File: src/rtl/cache_pkg.sv
// rtl/cache_pkg.sv - shared constants and FSM state type for the line transfer engine
package cache_pkg;

    localparam int LINE_BYTES = 4;
    localparam int ADDR_W     = 8;
    localparam int OFF_W      = $clog2(LINE_BYTES);

    typedef enum logic [2:0] {
        IDLE    = 3'd0,
        RD      = 3'd1,
        RD_LAST = 3'd2,
        WR      = 3'd3,
        RESP    = 3'd4
    } state_t;

endpackage

File: src/rtl/mem_line_xfer_if.sv
// rtl/mem_line_xfer_if.sv - cache request/response and byte-memory signals of the line transfer engine
interface mem_line_xfer_if #(
    parameter int LINE_BYTES = cache_pkg::LINE_BYTES,
    parameter int ADDR_W     = cache_pkg::ADDR_W
);
    logic                    req_valid;
    logic                    req_ready;
    logic                    req_write;
    logic [ADDR_W-1:0]       req_addr;
    logic [LINE_BYTES*8-1:0] req_wline;
    logic                    resp_valid;
    logic [LINE_BYTES*8-1:0] resp_rline;
    logic                    mem_we;
    logic [ADDR_W-1:0]       mem_addr;
    logic [7:0]              mem_wdata;
    logic [7:0]              mem_rdata;

    modport master (
        output req_valid, req_write, req_addr, req_wline, mem_rdata,
        input  req_ready, resp_valid, resp_rline, mem_we, mem_addr, mem_wdata
    );

    modport slave (
        input  req_valid, req_write, req_addr, req_wline, mem_rdata,
        output req_ready, resp_valid, resp_rline, mem_we, mem_addr, mem_wdata
    );
endinterface

File: src/rtl/mem_line_xfer.sv
// rtl/mem_line_xfer.sv - moves one cache line to or from a byte-wide main memory, one byte per cycle
module mem_line_xfer #(
    parameter int LINE_BYTES = cache_pkg::LINE_BYTES,
    parameter int ADDR_W     = cache_pkg::ADDR_W
) (
    input  logic            clk,
    input  logic            rst_n,
    mem_line_xfer_if.slave  bus
);
    import cache_pkg::*;

    localparam int LW     = LINE_BYTES * 8;
    localparam int BEAT_W = $clog2(LINE_BYTES) + 1;

    state_t              state, state_nxt;
    logic [BEAT_W-1:0]   beat;
    logic [ADDR_W-1:0]   addr_q;
    logic [7:0]          wdata_q;
    logic [LW-9:0]       wbuf;
    logic [LW-9:0]       rbuf;
    logic [LW-1:0]       rline_q;
    logic [LW-1:0]       rcat;
    logic                last_beat;
    logic                accept;
    logic                ready_c, resp_c, we_c;

    assign last_beat = (beat + BEAT_W'(1)) == BEAT_W'(LINE_BYTES);
    assign accept    = bus.req_valid & ready_c;
    // Newest byte enters at the top so byte 0 ends up in the low lane after the last capture.
    assign rcat      = {bus.mem_rdata, rbuf};

    always_ff @(posedge clk or negedge rst_n) begin
        if (!rst_n) state <= IDLE;
        else        state <= state_nxt;
    end

    always_comb begin
        state_nxt = state;
        ready_c   = 1'b0;
        resp_c    = 1'b0;
        we_c      = 1'b0;
        case (state)
            IDLE: begin
                ready_c = rst_n;
                if (bus.req_valid && rst_n) state_nxt = bus.req_write ? WR : RD;
            end
            RD:      if (last_beat) state_nxt = RD_LAST;
            RD_LAST: state_nxt = RESP;
            WR: begin
                we_c = 1'b1;
                if (last_beat) state_nxt = RESP;
            end
            RESP: begin
                resp_c    = 1'b1;
                state_nxt = IDLE;
            end
            default: state_nxt = IDLE;
        endcase
    end

    always_ff @(posedge clk or negedge rst_n) begin
        if (!rst_n) begin
            beat    <= '0;
            addr_q  <= '0;
            wdata_q <= '0;
            wbuf    <= '0;
            rbuf    <= '0;
            rline_q <= '0;
        end else begin
            case (state)
                IDLE: if (accept) begin
                    beat   <= '0;
                    addr_q <= bus.req_addr & ~ADDR_W'(LINE_BYTES - 1);
                    if (bus.req_write) begin
                        wdata_q <= bus.req_wline[7:0];
                        wbuf    <= bus.req_wline[LW-1:8];
                    end
                end
                RD: begin
                    // Memory data lags the address by a cycle, so beat 0 has nothing to capture yet.
                    if (beat != '0) rbuf <= rcat[LW-1:8];
                    if (!last_beat) begin
                        beat   <= beat + BEAT_W'(1);
                        addr_q <= addr_q + ADDR_W'(1);
                    end
                end
                RD_LAST: rline_q <= rcat;
                WR: if (!last_beat) begin
                    beat    <= beat + BEAT_W'(1);
                    addr_q  <= addr_q + ADDR_W'(1);
                    wdata_q <= wbuf[7:0];
                    wbuf    <= wbuf >> 8;
                end
                default: ;
            endcase
        end
    end

    assign bus.req_ready  = ready_c;
    assign bus.resp_valid = resp_c;
    assign bus.resp_rline = rline_q;
    assign bus.mem_we     = we_c;
    assign bus.mem_addr   = addr_q;
    assign bus.mem_wdata  = wdata_q;

endmodule

File: src/flat_wrapper.sv
// flat-port wrapper written by rule: the top's interface ports become plain ports
module mem_line_xfer_flat import cache_pkg::*;
#(
    parameter int LINE_BYTES = cache_pkg::LINE_BYTES,
    parameter int ADDR_W     = cache_pkg::ADDR_W
)
  (clk, rst_n, bus_req_valid, bus_req_write, bus_req_addr, bus_req_wline, bus_mem_rdata, bus_req_ready, bus_resp_valid, bus_resp_rline, bus_mem_we, bus_mem_addr, bus_mem_wdata);
  mem_line_xfer_if #(.LINE_BYTES(LINE_BYTES), .ADDR_W(ADDR_W)) bus_i ();
  input  logic clk;
  input  logic rst_n;
  input wire logic [$bits(bus_i.req_valid)-1:0] bus_req_valid;
  input wire logic [$bits(bus_i.req_write)-1:0] bus_req_write;
  input wire logic [$bits(bus_i.req_addr)-1:0] bus_req_addr;
  input wire logic [$bits(bus_i.req_wline)-1:0] bus_req_wline;
  input wire logic [$bits(bus_i.mem_rdata)-1:0] bus_mem_rdata;
  output wire logic [$bits(bus_i.req_ready)-1:0] bus_req_ready;
  output wire logic [$bits(bus_i.resp_valid)-1:0] bus_resp_valid;
  output wire logic [$bits(bus_i.resp_rline)-1:0] bus_resp_rline;
  output wire logic [$bits(bus_i.mem_we)-1:0] bus_mem_we;
  output wire logic [$bits(bus_i.mem_addr)-1:0] bus_mem_addr;
  output wire logic [$bits(bus_i.mem_wdata)-1:0] bus_mem_wdata;
  assign bus_i.req_valid = bus_req_valid;
  assign bus_i.req_write = bus_req_write;
  assign bus_i.req_addr = bus_req_addr;
  assign bus_i.req_wline = bus_req_wline;
  assign bus_i.mem_rdata = bus_mem_rdata;
  assign bus_req_ready = bus_i.req_ready;
  assign bus_resp_valid = bus_i.resp_valid;
  assign bus_resp_rline = bus_i.resp_rline;
  assign bus_mem_we = bus_i.mem_we;
  assign bus_mem_addr = bus_i.mem_addr;
  assign bus_mem_wdata = bus_i.mem_wdata;
  mem_line_xfer #(.LINE_BYTES(LINE_BYTES), .ADDR_W(ADDR_W)) u_core (.clk(clk), .rst_n(rst_n), .bus(bus_i));
endmodule
File: config.mk
export PLATFORM = sky130hd
export DESIGN_NAME = mem_line_xfer_flat
export DESIGN_NICKNAME = d
export VERILOG_FILES = /design/src/rtl/cache_pkg.sv /design/src/rtl/mem_line_xfer_if.sv /design/src/rtl/mem_line_xfer.sv /design/src/flat_wrapper.sv
export SDC_FILE = /design/constraint.sdc
export NUM_CORES = 1
export LEC_CHECK = 0
export BUFFER_PORTS_ARGS = -buffer_cell sky130_fd_sc_hd__clkbuf_2
export CORE_UTILIZATION = 58
export DETAILED_ROUTE_END_ITERATION = 10
export PLACE_DENSITY = 0.82
export SYNTH_ARGS = -nofsm -noshare
export SYNTH_HDL_FRONTEND = slang
export SYNTH_SLANG_ARGS = --single-unit
File: constraint.sdc
create_clock -name clk -period 3.6 [get_ports clk]
set_input_delay 0.54 -clock clk [delete_from_list [all_inputs] [get_ports clk]]
set_output_delay 0.54 -clock clk [all_outputs]
set_load 0.01 [all_outputs]
* After elaboration in Yosys (flattened, before gate mapping) *
Cells that the tools add are included.

word-level totals
  bits in registers = 102
  bits in latches = 0
  bits in writable memories = 0
  memory bits (read-only) = 0
  input bits = 52
  output and inout port bits = 51
  logic and storage cells = 54
  memories kept = 0

cells by class
  add/subtract/negate cells = 2
  multipliers = 0
  divide/modulo/power cells = 0
  magnitude comparators = 0
  eq/ne operators = 12
  shift-type cells = 0
  mux-type cells = 22
  bitwise gates (word level) = 1
  reductions and logical operators = 10

operator list
  kind                                                  number
  2-to-1 mux 24 bit                                     3
  case mux 24 bit (2 select lines)                      1
  2-to-1 mux 8 bit                                      5
  case mux 8 bit (2 select lines)                       2
  2-to-1 mux 3 bit                                      5
  case mux 3 bit (4 select lines)                       1
  adder 8 x 1 -> 8 bit (second input constant)          1
  != test 2 x 1 -> 1 bit (second input constant)        4
  equality test 3 x 2 -> 1 bit (second input constant)  2
  equality test 3 bit (second input constant)           2
  != test 2 bit (second input constant)                 3
  case mux 3 bit (2 select lines)                       1
  AND reduction 3 bit                                   2
  AND reduction 4 bit                                   1
  nonzero test 2 bit                                    2
  adder 3 x 1 -> 3 bit (second input constant)          1
  equality test 3 x 1 -> 1 bit (second input constant)  1
  logical NOT 3 bit                                     1
  2-to-1 mux 1 bit                                      3
  nonzero test 3 bit                                    1
  2-to-1 mux 2 bit                                      1
  AND reduction 2 bit                                   1
  OR reduction 2 bit                                    1
  bitwise AND 1 bit                                     1
  logical AND 1 bit                                     1

* Logic depth before layout (Yosys ltp) *
Gate-level depths: netlist of run 1.

  depth in word-level cells = 5
  mapped depth = 7
  mapped depth without buffers = 7

* Worst setup path after synthesis of run 1 *
OpenSTA, ideal clock, no wires.

  path type = reg-to-reg
  start point = reg u_core.beat[0]
  end point = reg u_core.wdata_q[1] (netlist: u_core.bus.mem_wdata[1])
  setup time = 0.125 ns
  data arrival time = 1.805 ns
  path slack = 1.670 ns
  cell stages (with the launch flop) = 8
  path buffers = 1
  period minus slack after synthesis = 1.930 ns
  path through = dfrtp_1 > ha_1 > ha_1 > nor2b_1 > nand2_1 > a21oi_4 > buf_12 > mux2_4

between the ends
  cells in the longest elaborated chain, start to end = 4

RTL lines
  what                                  line                 text
  from (decl)                           mem_line_xfer.sv:16  logic [BEAT_W-1:0] beat;
  from (signal assigned)                mem_line_xfer.sv:83  beat <= beat + BEAT_W'(1);
  from (signal assigned)                mem_line_xfer.sv:89  beat <= beat + BEAT_W'(1);
  adder 3 x 1 -> 3 bit                  mem_line_xfer.sv:27  assign last_beat = (beat + BEAT_W'(1)) == BEAT_W'(LINE_BYTES);
  equality test 3 bit                   mem_line_xfer.sv:27
  != test 2 bit (no source line)        -
  AND reduction 4 bit (no source line)  -
  to (signal assigned)                  mem_line_xfer.sv:75  wdata_q <= bus.req_wline[7:0];
  to (signal assigned)                  mem_line_xfer.sv:91  wdata_q <= wbuf[7:0];
  to (decl)                             mem_line_xfer.sv:18  logic [7:0] wdata_q;

Every way passes these cells.
A chain may end at the register's enable or synchronous reset.

* Worst setup path after layout of run 1 *
  start point = reg u_core.beat[0]
  end point = reg u_core.wbuf[5]

between the ends
  cells in the longest elaborated chain, start to end = 4

RTL lines
  what                                  line                 text
  adder 3 x 1 -> 3 bit                  mem_line_xfer.sv:27
  equality test 3 bit                   mem_line_xfer.sv:27
  != test 2 bit (no source line)        -
  AND reduction 4 bit (no source line)  -
  to (signal assigned)                  mem_line_xfer.sv:76  wbuf <= bus.req_wline[LW-1:8];
  to (signal assigned)                  mem_line_xfer.sv:92  wbuf <= wbuf >> 8;
  to (decl)                             mem_line_xfer.sv:19  logic [LW-9:0] wbuf;

Every way passes these cells.

==> run summary, run 1 <==
Status
- finished clean — run status

Clock network
- 102 — number of sinks driven by the clock tree
- 2 — buffer depth of the longest clock path
- 0.36 ns — insertion delay of the later-clocked pin in the worst-skew pair
- 0 — number of resized instances in the post-cts repair step
- 0 — cts hold-fix bufs
- done — clock tree from TritonCTS
- 3 — depth of the CTS H-tree
- 0 — Post CTS Setup Buffer Count
- 0.10 ns — clock-pin slew on the worst setup and hold paths
- clkbuf_8 — CTS Root Buffer Type
- 9 — clock buffer count from CTS

Timing
- 0 — number of hold violations in the final report
- 1.12 ns — PnR worst setup slack
- 0.404 GHz — Achievable Freq
- 2.48 ns — final critical path time including I/O delays and setup
- 0.0147 ns — largest clock skew in the final design
- 0.969 ns — worst slew pin tran
- 0 — number of failing setup endpoints in the final timing report
- 0.688 — final worst path period share
- 0 ns — total negative slack for setup checks
- false — setup repair after global routing missed its margin
- 0 — count of final max-slew check failures
- 0.354 — remaining max-slew budget at the tightest pin

Route
- 3.79 mm — post-route met1 wirelength
- met4 — highest routed layer
- 5.27 — vias per cell
- 0 — DRC violations left
- 15.1 µm — average wire length per cell after detail routing
- 4 — DR pass1 iterations
- 0 — Antenna Nets Post-Route
- 97 — drt first-iter violations
- 3.88 mm — Met2 Routed Length
- 8.10 mm — total length of routed wires
- 316 µm — Routed met3 length
- 2,817 — vias after detailed routing

Job
- 0 — MaxCap Viol Count

Global route
- 2,830 — via count of the first global-routing pass
- 13.8 mm — first-pass GRT wire length
- 0 — antenna violations before repair
- 0.213 — global router's overall resource usage
- 0 — final global-route overflow total
- 79 — pin count of the biggest net entering global routing

Setup path
- register — kind of end point of the critical path
- 3.85 ns — required arrival time at the worst endpoint
- 18 — critical-path maximum fanout
- register to register — Crit Path Category
- 1 — CP bufs+invs
- ha_1 — Critical Path Most Common Cell
- register — Critical Path Start Type
- ha_1 > ha_1 > nor2b_1 > nand2_1 > a21oi_4 > buf_12 > mux2_4 — cell-by-cell listing of the critical path
- u_core.wbuf[5] — end of the worst register-to-register path
- 0.61 ns — highest cell delay on the worst timing path
- 2.73 ns — arrival time reported for the critical path endpoint
- 7 — Worst R2R Path Depth
- a21oi_4 — crit path max-delay cell type
- compound AO/OA/AOI/OAI gates — family of cells with the greatest summed delay on the critical path
- 1.12 ns — worst reg2reg setup slack
- u_core.beat[0] — critical register-to-register path startpoint

Placed design
- 519 — post-placement cell count
- 0.990 ns — setup slack at placement
- 5.44 mm — post-detail-place hpwl
- 100 — Port Buffer Count
- 0.00510 mm² — placed cell area
- 0.778 — gp weighted congestion

Cells and area
- 0 — n_diodes
- 0.00534 mm² — Non-Filler Cell Area, Final
- 484 — number of nets in the finished design
- 16.7% — synth-to-layout area growth
- 0.499 — share of final-layout standard cells stronger than drive strength 1
- 535 — Final Instance Count excl. Fillers

Synth
- dfrtp_1 — top cell type by total area after synthesis
- 37 — number of unique standard cell types used by synthesis
- dfrtp_1 (56%), mux2_2 (16%), mux2_4 (7.2%) — top cells by area, synth
- 102 — synthesis-stage register bit count
- 0 — count of synthesis-stage warnings from yosys
- 0.558 — fraction of synthesized cell area taken by the top area cell type
- 332 — gate count after technology mapping
- 13.8 µm² — average instance area after synthesis
- 0.558 — sequential area share after synthesis
- 388 — net count after synthesis
- 0.00457 mm² — cell area after synthesis

Floorplanning
- 32 — total number of placement rows
- 0.00769 mm² — core area
- 103 — io pins
- 0.00825 mm² — Die ar.
- 90.8 µm — Die X
- 0.595 — Starting Density
- 90.8 µm — die height

Power and ir drop
- 0.000499 V — Max IR drop VDD
- 2.59 nW — P_leak
- 948 mW/mm² — power density relative to cell area

Min path
- input port to asynchronous set/reset pin — class of the tightest hold or removal check

==> kinds of logic after synthesis <==
group / synth area share
AO/OA/AOI/OAI: 0.0470
adder cells (fa/ha/maj): 0.0109
buffers and inverters: 0.0449
flip-flops: 0.558
multiplexers: 0.274
AND/OR/NAND/NOR: 0.0651
==> layer usage <==
metal / track usage / up-vias
met5: 0 / -
met4: 0.0767 / 0
met3: 0.0354 / 10
met2: 0.332 / 70
met1: 0.303 / 1398
li1: - / 1339
==> flip-flops by register name (all words and copies together), names as in the netlist <==
signal,cells
u_core.state,3
u_core.bus.mem_addr,8
u_core.beat,3
u_core.rbuf,24
u_core.bus.mem_wdata,8
u_core.wbuf,24
u_core.bus.resp_rline,32
==> layout make-up <==
type / instances / area [µm²]
Sequential cell: 102 / 2550
Clock inverter: 7 / 115
Multi-Input combinational cell: 197 / 1820
Clock buffer: 9 / 124
Timing Repair Buffer: 104 / 546
Fill cell: 587 / 2350
Inverter: 14 / 52.6
Tap cell: 102 / 128
==> stage by stage <==
stage	utilization	power (W)	hold WS [ns]
3_5_place_dp	0.663	0.00426	0.475
3_3_place_gp	0.663	0.00415	0.468
5_1_grt	0.694	0.00541	0.110
2_1_floorplan	-	0.00371	0.244
6_report	0.694	0.00506	0.0946
4_1_cts	0.694	0.00511	0.0952
==> how the worst max path moves through the flow <==
stage                         from                       to  slack [ns]  cells past startpoint
detailed placement           rst_n           u_core.wbuf[5]        0.99                      6
global placement             rst_n          u_core.wbuf[15]        1.03                      6
global route        u_core.beat[0]          u_core.wbuf[12]        0.94                      7
finish              u_core.beat[0]           u_core.wbuf[5]        1.12                      7
CTS                 u_core.beat[0]          u_core.wbuf[13]        1.12                      7
floorplan           u_core.beat[0]  u_core.bus.mem_wdata[1]        1.67                      7
==> report_power, final <==
group	switching (W)	internal [W]	leakage, nW
clock	0.000428	0.000410	0.117
combinational	0.000943	0.00116	1.25
sequential	0.000376	0.00174	1.22
total	0.00175	0.00331	2.59
==> cells in the mapped netlist (all sizes together) <==
master and count:
a211oi 1, a21o 1, a21oi 4, a221oi 1, a22oi 1, a2bb2oi 2
a31oi 2, and2 1, and3 2, buf 14, clkbuf 5, dfrtp 102
ha 4, inv 14, mux2 96, mux2i 9, nand2 25, nand2b 2
nand3 6, nand3b 1, nand4b 1, nor2 8, nor2b 3, nor3 3
nor3b 1, nor4bb 1, o21ai 15, o21bai 1, o22a 1, o22ai 3
or2 1, or3b 1
==> cell usage in the layout (no fill, tap or decap), types with 4 or more instances in the layout <==
cell	count
nor2_1	7
mux2_2	67
o21ai_0	15
dfrtp_1	102
ha_1	4
buf_4	4
inv_1	14
clkbuf_8	9
mux2_4	22
mux2_1	7
nand3_1	6
nand2_1	25
mux2i_1	9
clkbuf_2	99
(Power assumes the default switching activity.)
==> run 2: changes to the inputs <==
--- a/config.mk
+++ b/config.mk
@@ -6,9 +6,9 @@
 export NUM_CORES = 1
 export LEC_CHECK = 0
 export BUFFER_PORTS_ARGS = -buffer_cell sky130_fd_sc_hd__clkbuf_2
-export CORE_UTILIZATION = 58
+export CORE_UTILIZATION = 54
 export DETAILED_ROUTE_END_ITERATION = 10
-export PLACE_DENSITY = 0.82
+export PLACE_DENSITY = 0.77
 export SYNTH_ARGS = -nofsm -noshare
 export SYNTH_HDL_FRONTEND = slang
 export SYNTH_SLANG_ARGS = --single-unit
==> constraint.sdc (replaced) <==
create_clock -name clk -period 2.6 [get_ports clk]
set_input_delay 0.39 -clock clk [delete_from_list [all_inputs] [get_ports clk]]
set_output_delay 0.39 -clock clk [all_outputs]
set_load 0.01 [all_outputs]
==> run summary, run 2 (synthesis results as in run 1) <==
Min path
- input port to register — class of the tightest hold or removal check

Route
- 5.19 — vias per cell, -1.4%
- 57 — drt first-iter violations, -41%
- 0 — Antenna Nets Post-Route, unchanged
- 0 — DRC violations left, unchanged
- 2,810 — vias after detailed routing, -0.25%
- 8.24 mm — total length of routed wires, +1.7%
- 15.2 µm — average wire length per cell after detail routing, +0.56%
- 4 — DR pass1 iterations, unchanged

Global route
- 0.205 — global router's overall resource usage, -0.00790
- 0 — antenna violations before repair, unchanged
- 2,759 — via count of the first global-routing pass, -2.5%
- 0 — final global-route overflow total, unchanged
- 13.6 mm — first-pass GRT wire length, -1.7%
- 67 — pin count of the biggest net entering global routing, -15%

Timing
- 0.458 — remaining max-slew budget at the tightest pin, +0.104
- 2.27 ns — final critical path time including I/O delays and setup
- 0.871 — final worst path period share
- 0.813 ns — worst slew pin tran, -0.156 ns
- 0 — number of failing setup endpoints in the final timing report, unchanged
- 0.232 ns — final hold slack, +0.137 ns
- 0.0142 ns — largest clock skew in the final design, -0.000530 ns
- 0.441 GHz — Achievable Freq
- false — setup repair after global routing missed its margin
- 0 ns — total negative slack for setup checks, unchanged
- 0 — count of final max-slew check failures, unchanged
- 0 — number of hold violations in the final report, unchanged

Floorplanning
- 0.00884 mm² — Die ar., +7.2%
- 94.0 µm — die height, +3.6%
- 0.00822 mm² — core area, +6.9%
- 103 — io pins, unchanged
- 33 — total number of placement rows, +3.1%
- 94.0 µm — Die X, +3.6%
- 0.557 — Starting Density, -0.0383

Setup path
- 26 — critical-path maximum fanout, +8
- u_core.beat[0] — critical register-to-register path startpoint
- output pin — kind of end point of the critical path
- input port to output pin — Crit Path Category
- 7 — Worst R2R Path Depth, unchanged
- rst_n — Worst Setup SP
- input port — Critical Path Start Type
- 2.21 ns — required arrival time at the worst endpoint, -1.64 ns
- 0.49 ns — worst reg2reg setup slack, -0.63 ns
- bus_req_ready — endpoint of the worst setup timing path
- 1.88 ns — arrival time reported for the critical path endpoint, -0.85 ns
- u_core.bus.mem_wdata[7] — end of the worst register-to-register path

Cells and area
- dfrtp_1 — most common library cell in the layout ignoring fill and taps
- 0 — n_diodes, unchanged
- 487 — number of nets in the finished design, +0.62%
- 0.00182 mm² — area occupied by multi-input gates, unchanged
- 32 — flip-flop count of the largest register, all copies and words added, unchanged
- 16.5% — synth-to-layout area growth
- 648 — count of fill cells added during filler insertion, +10%
- dfrtp_1 (102), clkbuf_2 (99), mux2_2 (67) — commonest cells after routing, fill and taps aside
- 0.500 — share of final-layout standard cells stronger than drive strength 1, +0.00115
- 0.00255 mm² — Sequential cell area, unchanged
- 0.648 — core occupancy in the finished layout, -0.0458

Clock network
- 0 — number of resized instances in the post-cts repair step, unchanged
- done — clock tree from TritonCTS
- 9 — clock buffer count from CTS, unchanged
- 2 — buffer depth of the longest clock path, unchanged
- clkbuf_8 — CTS Root Buffer Type
- 3 — depth of the CTS H-tree, unchanged
- 0.10 ns — clock-pin slew on the worst setup and hold paths, about the same
- 102 — number of sinks driven by the clock tree, unchanged
- 0.37 ns — insertion delay of the later-clocked pin in the worst-skew pair, about the same

Status
- finished clean — run status

Placed design
- 100 — Port Buffer Count, unchanged
- 0.791 — gp weighted congestion, +1.7%
- 5.76 mm — post-detail-place hpwl, +5.9%

Job
- 0 — MaxCap Viol Count, unchanged

Power and ir drop
- 0.000821 V — Max IR drop VDD, +65%
- 1290 mW/mm² — power density relative to cell area, +36%
- 2.59 nW — P_leak, +0.13%

-- run 2: changes by cell type in the layout (fill, tap and decap cells not counted) --
cell,before,now
dlygate4sd3_1,0,1
clkinv_8,1,0
buf_4,4,6
clkinvlp_4,1,0
bufinv_16,2,1
clkinv_2,0,2
inv_8,2,1
inv_6,1,3
-- run 2: cell type report --
class	instances	share of cell area
inverter	14	0.00986
clock buffer	9	0.0233
multi-input combinational	197	0.341
tap	105	0.0247
clock inverter	7	0.0146
timing repair buffer	107	0.107
sequential	102	0.479
-- run 2: report_power, final --
| part | switching (W) | total [W] | leakage [nW] | internal (W) |
|---|---|---|---|---|
| logic | 0.00131 | 0.00293 | 1.27 | 0.00162 |
| registers | 0.000526 | 0.00293 | 1.22 | 0.00241 |
| clock network | 0.000554 | 0.00101 | 0.106 | 0.000459 |
| total | 0.00239 | 0.00688 | 2.59 | 0.00449 |
-- run 2: routing by layer --
layer	GRT usage	wire [µm]	share of wire	vias up
met2	0.330	4110	0.50	64
li1	-	-	-	1354
met5	0	0	0	-
met1	0.274	3720	0.45	1383
met3	0.0380	303	0.037	9
met4	0.0808	116	0.014	0
-- run 2: worst min path at each step --
stage / startpoint / to / slack, ns / depth (start not counted)
2_1_floorplan: rst_n / u_core.beat[0] / 0.09 / 0
3_3_place_gp: rst_n / u_core.state[1] / 0.28 / 1
3_5_place_dp: rst_n / u_core.state[1] / 0.28 / 1
4_1_cts: bus_req_wline[30] / u_core.wbuf[22] / 0.22 / 3
5_1_grt: bus_req_wline[28] / u_core.wbuf[20] / 0.22 / 3
6_report: bus_req_wline[30] / u_core.wbuf[22] / 0.23 / 3
-- run 2: what timing repair did --
item,CTS,global route
endpoints found under the hold margin,12,0
buffers inserted,0,0
hold buffers,1,0
-- run 2: stage by stage --
step	instances	instance area (µm²)	power, W	worst slack, ns
6_report	541	5330	0.00688	0.334
5_1_grt	541	5330	0.00738	0.186
4_1_cts	541	5330	0.00698	0.272
3_5_place_dp	524	5120	0.00594	0.501
3_3_place_gp	524	5120	0.00576	0.557
2_1_floorplan	332	4570	0.00514	0.670
-- run 2: worst max-delay path: stages --
cell           delay (ns)
dlygate4sd3_1        0.53
buf_4                0.25
buf_4                0.36
and2_1               0.20
clkbuf_2             0.13
==> run 3: changes to the inputs <==
--- a/config.mk
+++ b/config.mk
@@ -5,10 +5,11 @@
 export SDC_FILE = /design/constraint.sdc
 export NUM_CORES = 1
 export LEC_CHECK = 0
-export BUFFER_PORTS_ARGS = -buffer_cell sky130_fd_sc_hd__clkbuf_2
-export CORE_UTILIZATION = 54
+export BUFFER_PORTS_ARGS = -buffer_cell sky130_fd_sc_hd__buf_2
+export CORE_UTILIZATION = 40
 export DETAILED_ROUTE_END_ITERATION = 10
-export PLACE_DENSITY = 0.77
+export GPL_TIMING_DRIVEN = 0
+export PLACE_DENSITY = 0.59
 export SYNTH_ARGS = -nofsm -noshare
 export SYNTH_HDL_FRONTEND = slang
 export SYNTH_SLANG_ARGS = --single-unit
==> run summary, run 3 (synthesis results as in run 1) <==
Global route
- 0 — final global-route overflow total, unchanged
- 0.161 — global router's overall resource usage, -0.0442
- 2,893 — via count of the first global-routing pass, +4.9%
- 14.5 mm — first-pass GRT wire length, +7.0%
- 58 — pin count of the biggest net entering global routing, -13%
- 0 — antenna violations before repair, unchanged

Cells and area
- 21.5% — synth-to-layout area growth
- 589 — Final Instance Count excl. Fillers, +8.9%
- 32 — flip-flop count of the largest register, all copies and words added, unchanged
- 0 — n_diodes, unchanged
- buf_2 (107), dfrtp_1 (102), mux2_2 (67) — commonest cells after routing, fill and taps aside
- buf_2 — most common library cell in the layout ignoring fill and taps
- 0.499 — share of final-layout standard cells stronger than drive strength 1, -0.00111
- 500 — number of nets in the finished design, +2.7%

Power and ir drop
- 0.000461 V — Max IR drop VDD, -44%
- 2.68 nW — P_leak, +3.2%
- 1310 mW/mm² — power density relative to cell area, +1.3%

Clock network
- 3 — depth of the CTS H-tree, unchanged
- 0.34 ns — insertion delay of the later-clocked pin in the worst-skew pair, -0.03 ns
- 0 — Post CTS Setup Buffer Count, unchanged
- 0.06 ns — clock-pin slew on the worst setup and hold paths, -0.04 ns
- clkbuf_16 — CTS Root Buffer Type
- 0 — number of resized instances in the post-cts repair step, unchanged
- 102 — number of sinks driven by the clock tree, unchanged
- 0 — cts hold-fix bufs, -1
- 2 — buffer depth of the longest clock path, unchanged
- 9 — clock buffer count from CTS, unchanged
- done — clock tree from TritonCTS

Route
- 15.0 µm — average wire length per cell after detail routing, -1.8%
- 8.81 mm — total length of routed wires, +6.9%
- 4.84 — vias per cell, -6.7%
- 2,853 — vias after detailed routing, +1.5%
- 4 — DR pass1 iterations, unchanged
- 93 — drt first-iter violations, +63%
- 0 — DRC violations left, unchanged
- 0 — Antenna Nets Post-Route, unchanged

Timing
- false — setup repair after global routing missed its margin
- 0 — number of failing setup endpoints in the final timing report, unchanged
- 0.682 ns — worst slew pin tran, -0.131 ns
- 0.00653 ns — largest clock skew in the final design, -0.00766 ns
- 0.875 — final worst path period share, +0.00380
- 0 — number of hold violations in the final report, unchanged
- 2.28 ns — final critical path time including I/O delays and setup, +0.00988 ns
- 0 — count of final max-slew check failures, unchanged
- 0.0864 ns — final hold slack, -0.145 ns
- 0.439 GHz — Achievable Freq, -0.43%
- 0.546 — remaining max-slew budget at the tightest pin, +0.0876

Setup path
- 0.49 ns — worst reg2reg setup slack, about the same
- 7 — Worst path depth, +2
- u_core.wbuf[8] — end of the worst register-to-register path
- u_core.beat[0] — critical register-to-register path startpoint
- buf_4 > buf_16 > nand4b_4 > or2_4 > a21oi_4 > buf_12 > mux2_4 — cell-by-cell listing of the critical path
- register — kind of end point of the critical path
- rst_n — Worst Setup SP
- u_core.wbuf[8] — endpoint of the worst setup timing path
- 2.82 ns — required arrival time at the worst endpoint, +0.61 ns
- 3 — CP bufs+invs, -1
- 0.53 ns — highest cell delay on the worst timing path, about the same
- input port to register — Crit Path Category
- 2.50 ns — arrival time reported for the critical path endpoint, +0.62 ns
- buffers and inverters — family of cells with the greatest summed delay on the critical path
- input port — Critical Path Start Type
- buf_4 — crit path max-delay cell type
- 7 — Worst R2R Path Depth, unchanged
- 57 — critical-path maximum fanout, +120%

Floorplanning
- 0.0110 mm² — core area, +34%
- 109 µm — Die X, +16%
- 38 — total number of placement rows, +15%
- 109 µm — die height, +16%
- 0.0119 mm² — Die ar., +34%
- 103 — io pins, unchanged
- 0.416 — Starting Density, -0.140

Placed design
- 573 — post-placement cell count, +9.4%
- 6.21 mm — post-detail-place hpwl, +7.8%
- 100 — Port Buffer Count, unchanged
- 0.750 — gp weighted congestion, -5.2%

Job
- 0 — MaxCap Viol Count, unchanged

Min path
- input port to asynchronous set/reset pin — class of the tightest hold or removal check

Status
- finished clean — run status

[run 3: per-stage QoR]
stage	power [W]	setup WS, ns	instance area [µm²]	TNS [ns]	utilization
2_1_floorplan	0.00514	0.670	4570	0	-
3_3_place_gp	0.00600	-1.07	5250	-52.86	0.478
3_5_place_dp	0.00609	-0.115	5280	-2.35	0.481
4_1_cts	0.00739	0.247	5560	0	0.506
5_1_grt	0.00781	0.128	5560	0	0.506
6_report	0.00727	0.324	5560	0	0.506
[run 3: worst min-delay path by stage]
stage	endpoint	slack, ns	depth (start not counted)
CTS	u_core.rbuf[1]	0.12	1
global placement	u_core.bus.resp_rline[17]	0.46	1
floorplan	u_core.beat[0]	0.09	0
finish	u_core.rbuf[1]	0.09	1
detailed placement	u_core.rbuf[1]	0.48	1
global route	u_core.rbuf[1]	0.14	1
[run 3: power by group]
part           switching (W)  internal (W)
logic                0.00143       0.00174
registers           0.000424       0.00241
clock network       0.000565      0.000701
total                0.00242       0.00486
[run 3: area by class of cell]
cell class | count | area (µm²)
fill | 1008 | 5420
sequential | 102 | 2550
multi-input combinational | 197 | 1820
timing repair buffer | 101 | 531
clock buffer | 13 | 260
tap | 140 | 175
buffer | 19 | 153
inverter | 14 | 52.6
clock inverter | 3 | 18.8
[run 3: metal layers]
layer  global-route usage  wire length (µm)  vias up
met5                    0                 0        -
met4               0.0608                86        0
met3               0.0341               355        7
met2                0.243              4030       60
met1                0.225              4340     1405
li1                     -                 -     1381
